<file path="config.mk">
export PLATFORM = sky130hd
export DESIGN_NAME = logic_op_arbiter
export DESIGN_NICKNAME = d
export VERILOG_FILES = /design/src/rtl/logic_op_arbiter.sv
export SDC_FILE = /design/constraint.sdc
export NUM_CORES = 1
export LEC_CHECK = 0
export BUFFER_PORTS_ARGS = -buffer_cell sky130_fd_sc_hd__buf_2
export CAP_MARGIN = 5
export CORE_ASPECT_RATIO = 0.75
export CORE_MARGIN = 10
export CORE_UTILIZATION = 30
export DETAILED_ROUTE_END_ITERATION = 12
export PLACE_DENSITY_LB_ADDON = 0.08
export SLEW_MARGIN = 20
export SYNTH_ARGS = -nofsm -noshare
export SYNTH_HDL_FRONTEND = slang
export SYNTH_SLANG_ARGS = --single-unit
</file>
<file path="constraint.sdc">
create_clock -name clk -period 7 [get_ports clk]
set_clock_uncertainty 0.2 [all_clocks]
set_input_delay 0.35 -clock clk [delete_from_list [all_inputs] [get_ports clk]]
set_output_delay 0.35 -clock clk [all_outputs]
set_load 0.005 [all_outputs]
</file>
<file path="src/rtl/logic_op_arbiter.sv">
// Round-robin arbitrated bitwise logic unit shared by NREQ requesters.
// Optional LOGIC_OP_ARBITER_OPCNT_EN adds a saturating completed-operation counter (op_count).
module logic_op_arbiter #(
  parameter int unsigned NREQ  = 4,
  parameter int unsigned WIDTH = 8,
  parameter int unsigned IDW   = 2
) (
  input  logic                    clk,
  input  logic                    rst_n,
  input  logic [NREQ-1:0]         req,
  input  logic [3*NREQ-1:0]       op,
  input  logic [WIDTH*NREQ-1:0]   opa,
  input  logic [WIDTH*NREQ-1:0]   opb,
  output logic [NREQ-1:0]         gnt,
  output logic                    busy,
  output logic                    res_valid,
  output logic [IDW-1:0]          res_id,
  output logic [WIDTH-1:0]        res_data,
  output logic                    res_err
`ifdef LOGIC_OP_ARBITER_OPCNT_EN
  ,
  output logic [15:0]             op_count
`endif
);

  localparam int unsigned CNTW = 16;

  typedef enum logic [1:0] {IDLE, EXEC, RESP} state_t;

  state_t           state;
  logic [IDW-1:0]   rr;
  logic [IDW-1:0]   id_q;
  logic [2:0]       op_q;
  logic [WIDTH-1:0] a_q;
  logic [WIDTH-1:0] b_q;

  logic [IDW-1:0]   win_c;
  logic [IDW-1:0]   rr_nxt_c;
  logic             any_req_c;
  logic [2:0]       sel_op_c;
  logic [WIDTH-1:0] sel_a_c;
  logic [WIDTH-1:0] sel_b_c;

  // Round-robin pick: rotate requests so the rr pointer sits at bit 0, take the lowest set bit.
  always_comb begin
    logic [2*NREQ-1:0] dbl;
    logic [NREQ-1:0]   rot;
    int unsigned       off;
    int unsigned       w;
    any_req_c = |req;
    dbl       = {req, req} >> rr;
    rot       = dbl[NREQ-1:0];
    off       = 0;
    for (int k = NREQ - 1; k >= 0; k--) begin
      if (rot[k]) off = 32'(k);
    end
    w = 32'(rr) + off;
    if (w >= NREQ) w = w - NREQ;
    win_c    = IDW'(w);
    rr_nxt_c = (w + 1 >= NREQ) ? '0 : IDW'(w + 1);
  end

  // Operand mux for the winning requester.
  always_comb begin
    sel_op_c = '0;
    sel_a_c  = '0;
    sel_b_c  = '0;
    for (int i = 0; i < NREQ; i++) begin
      if (win_c == IDW'(i)) begin
        sel_op_c = op[3*i +: 3];
        sel_a_c  = opa[WIDTH*i +: WIDTH];
        sel_b_c  = opb[WIDTH*i +: WIDTH];
      end
    end
  end

  function automatic logic [WIDTH:0] logic_op(input logic [2:0] o,
                                              input logic [WIDTH-1:0] a,
                                              input logic [WIDTH-1:0] b);
    case (o)
      3'd0:    return {1'b0, a & b};
      3'd1:    return {1'b0, a | b};
      3'd2:    return {1'b0, a ^ b};
      3'd3:    return {1'b0, ~(a & b)};
      3'd4:    return {1'b0, ~(a | b)};
      3'd5:    return {1'b0, ~(a ^ b)};
      3'd6:    return {1'b0, ~a};
      default: return {1'b1, {WIDTH{1'b0}}};
    endcase
  endfunction

  // Sequencer: arbitrate in IDLE/RESP, grant+execute in EXEC, present result in RESP.
  always_ff @(posedge clk or negedge rst_n) begin
    if (!rst_n) begin
      state     <= IDLE;
      rr        <= '0;
      id_q      <= '0;
      op_q      <= '0;
      a_q       <= '0;
      b_q       <= '0;
      gnt       <= '0;
      busy      <= 1'b0;
      res_valid <= 1'b0;
      res_id    <= '0;
      res_data  <= '0;
      res_err   <= 1'b0;
    end else begin
      gnt       <= '0;
      res_valid <= 1'b0;
      case (state)
        IDLE, RESP: begin
          if (any_req_c) begin
            state <= EXEC;
            busy  <= 1'b1;
            gnt   <= NREQ'(1) << win_c;
            rr    <= rr_nxt_c;
            id_q  <= win_c;
            op_q  <= sel_op_c;
            a_q   <= sel_a_c;
            b_q   <= sel_b_c;
          end else begin
            state <= IDLE;
            busy  <= 1'b0;
          end
        end
        EXEC: begin
          state                <= RESP;
          busy                 <= 1'b1;
          res_valid            <= 1'b1;
          res_id               <= id_q;
          {res_err, res_data}  <= logic_op(op_q, a_q, b_q);
        end
        default: begin
          state <= IDLE;
          busy  <= 1'b0;
        end
      endcase
    end
  end

`ifdef LOGIC_OP_ARBITER_OPCNT_EN
  // Counts every presented result, saturating at all-ones.
  always_ff @(posedge clk or negedge rst_n) begin
    if (!rst_n) begin
      op_count <= '0;
    end else if (res_valid && (op_count != {CNTW{1'b1}})) begin
      op_count <= op_count + CNTW'(1);
    end
  end
`endif

endmodule

</file>
==> flow_summary.yaml <==
hold_path:
  path_category_of_the_worst_min_delay_check: "primary input to async pin"
clock_network:
  tritoncts_clock_tree: "built"
  tritoncts.num_buffers: 5
  cts_buffer_depth: 2
  clock_tree.root_cell: "clkbuf_16"
  clock_sinks: 41
  post-cts-setup-buffers: 0
  cts_repair_resize_count: 0
  hold_buffers: 0
  insertion_delay_to_the_later_sink_of_the_worst_skew_pair_ns: 0.28
  clk_pin_slew_ns: 0.06
  htreeDepth: 2
die:
  die_height_um: 108
  i_o_pin_count: 99
  initial_utilization_pct: 31.3
  die_w_um: 137
  floorplan.core_area_mm2: 0.00981
  floorplan.die_area_mm2: 0.0147
  num_rows: 31
global_routing:
  grt_overflow: 0
  first_global_vias: 2877
  grt_pass1_wl_mm: 14.8
  initial_antenna_violation_count: 0
  grt_max_degree: 42
  globalRouteTotalUtil_pct: 12.4
sta:
  report.final.hold_viol_count: 1
  worst_slew_pin_slew_ns: 1.00
  rsz_0062_raised_after_global_routing: "no"
  fin_worst_hold_slack_ns: -0.0000383
  slew_headroom_pct: 33.3
  finalSetupTns_ns: 0
  report.final.slew_viol_count: 0
  share_of_the_clock_period_used_by_the_worst_path_pct: 50.3
  timing.fmax_ghz: 0.284
  finalSetupViolations: 0
  layout_min_cycle_time_ns: 3.52
final_layout:
  multiInputGateArea_mm2: 0.00181
  antenna-diode-count: 0
  post-route-cell-area_mm2: 0.00378
  layout.area.seq_mm2: 0.00103
  finalNonFillerCells: 558
  fraction_of_layout_cells_with_a_size_suffix_above_1_pct: 29.8
  final_net_count: 528
  area_growth_pct: 23.0
  fill_cells: 1036
synth:
  seq_area_frac_synth_pct: 33.4
  synth.top_cells.by_area: "dfrtp_1 33%, ha_1 8.5%, nor2b_1 7.7%"
  yosysUniqueCellTypes: 43
  synth_top_cell_by_area: "dfrtp_1"
  synth-edff-count: 0
  yosys-top-cells-count: "41 x dfrtp_1, 38 x nor2b_1, 32 x a21oi_1, 23 x inv_1"
  ys_dominant_reg_cell: "dfrtp_1"
  most_repeated_cell_in_the_gate_level_netlist_after_synthesis: "dfrtp_1"
  synth.top_cell.area_share_pct: 33.4
  yosys_warnings: 0
  netlist_instances: 346
  avgSynthCellArea_um2: 8.88
  synth_area_mm2: 0.00307
  async_reset_ff_share_pct: 100
  postSynthNetCount: 449
  synth.ff_latch_count: 41
placed_design:
  detailedPlacementHpwl_mm: 7.11
  port_buffers: 98
  gpl.final_weighted_congestion: 0.781
  place.detailed.instances: 550
  place_area_mm2: 0.00360
setup_path:
  cpMaxStageDelayCell: "ha_2"
  worst-endpoint-arrival_ns: 3.45
  crit_path_max_fanout: 37
  critPathCaptureType: "register"
  worst_path_largest_cell_delay_ns: 0.58
  crit_type: "register to register"
  crit_required_ns: 6.93
  setup.worst_path.start_class: "register"
  worstPathCellList: "nand2_1 > a21oi_1 > o22ai_1 > o21a_1 > ha_1 > xnor2_1 > xnor2_1 > inv_1 > ha_2 > nor2b_1 > a221oi_1 > nor3_1 > a211oi_1 > a21oi_1"
run_status:
  failing_checks: "negative hold slack"
  run_status: "complete, but fails checks"
run:
  max_cap_violations: 0
route:
  route.antenna.remaining_nets: 0
  dr_total_vias: 2706
  post-route-drc-count: 0
  wirelength_mm: 9.03
  drt-pass1-iter-count: 4
  vias_per_cell: 4.85
  first_iter_violations: 105
  wire_per_inst_um: 16.2
power:
  total_power_w: 0.00222
  ir_worst_vdd_mv: 0.252
  p_leak_nw: 1.76
  power_density_mw_per_mm2: 588
-- flip-flops by register name, summed over array words and instances, names as in the netlist, 2 cells and up --
register / flops
a_q: 8
b_q: 8
res_data: 8
gnt: 4
op_q: 3
id_q: 2
res_id: 2
rr: 2
-- cell families (layout without fill, tap and decap cells) --
logic type | count (synthesis) | after routing | share of synthesized area, %
flops | 41 | 41 | 33.4
xor+xnor | 2 | 2 | 0.570
buf+inv | 53 | 133 | 7.94
compound gates | 108 | 108 | 24.3
simple gates | 102 | 102 | 18.4
mux | 19 | 19 | 6.92
fa+ha+maj | 21 | 21 | 8.55
-- layout by cell type (no fill, tap or decap), types with 2 or more instances in the layout --
| cell | n |
|---|---|
| nand3b_1 | 3 |
| and2_1 | 4 |
| o211ai_1 | 3 |
| buf_4 | 4 |
| o22a_1 | 4 |
| a21oi_1 | 32 |
| ha_1 | 20 |
| o21ai_0 | 9 |
| mux2_2 | 10 |
| inv_1 | 23 |
| mux2i_1 | 7 |
| a22o_1 | 2 |
| a211oi_1 | 21 |
| nor2b_1 | 38 |
| buf_2 | 98 |
| xnor2_1 | 2 |
| dfrtp_1 | 41 |
| nor2_1 | 11 |
| nor3_1 | 17 |
| nand2_1 | 16 |
| mux2_4 | 2 |
| a221oi_1 | 20 |
| nand2b_1 | 5 |
| clkbuf_16 | 5 |
| o22ai_1 | 7 |
| o21a_1 | 4 |
-- cell type report --
class,count,area share [%]
clock buffer,6,3.67
clock inverter,2,0.993
inverter,23,2.28
multi-input combinational,252,47.8
sequential,41,27.1
tap,132,4.37
timing repair buffer,102,13.8
-- worst max-delay path, delay by kind of cell (launching register included) --
kind            cells  cell delay [ns]
compound gates      6             1.14
fa+ha+maj           2             0.77
flops               1             0.51
xor+xnor            2             0.34
simple gates        3             0.28
buf+inv             1             0.12
-- report_power, final --
group,switching [W],leakage [nW],internal [W],total (W)
registers,0.000105,0.493,0.000353,0.000458
logic,0.000844,1.19,0.000650,0.00149
clock network,0.0000943,0.0831,0.000178,0.000272
total,0.00104,1.76,0.00118,0.00222
-- layer usage --
layer / share of wire [%] / track usage (%) / vias to the layer above
met4: 0.85 / 3.15 / 0
li1: - / - / 1411
met5: 0 / 0 / -
met1: 53 / 17.8 / 1198
met3: 11 / 6.30 / 7
met2: 35 / 15.7 / 90
-- path summary, 6_finish.rpt --
path	from	endpoint	slack [ns]	cells after the start
hold / removal	rst_n	res_id[1]	-0.00004	1
max in group asynchronous	rst_n	a_q[3]	6.02	1
hold reg to reg	res_data[3]	res_data[3]	0.27	2
setup / recovery	rr[1]	a_q[1]	3.48	14
setup reg to reg	rr[1]	a_q[1]	3.48	14
min in group clk	opb[27]	b_q[3]	0.15	3
-- metrics by stage --
| stage | setup WS (ns) | util [%] |
|---|---|---|
| 2_1_floorplan | 3.87 | - |
| 3_3_place_gp | 3.10 | 36.7 |
| 5_1_grt | 3.19 | 38.5 |
| 3_5_place_dp | 3.04 | 36.7 |
| 4_1_cts | 3.14 | 38.5 |
| 6_report | 3.48 | 38.5 |
No activity file was read; power rests on OpenSTA's default activity.
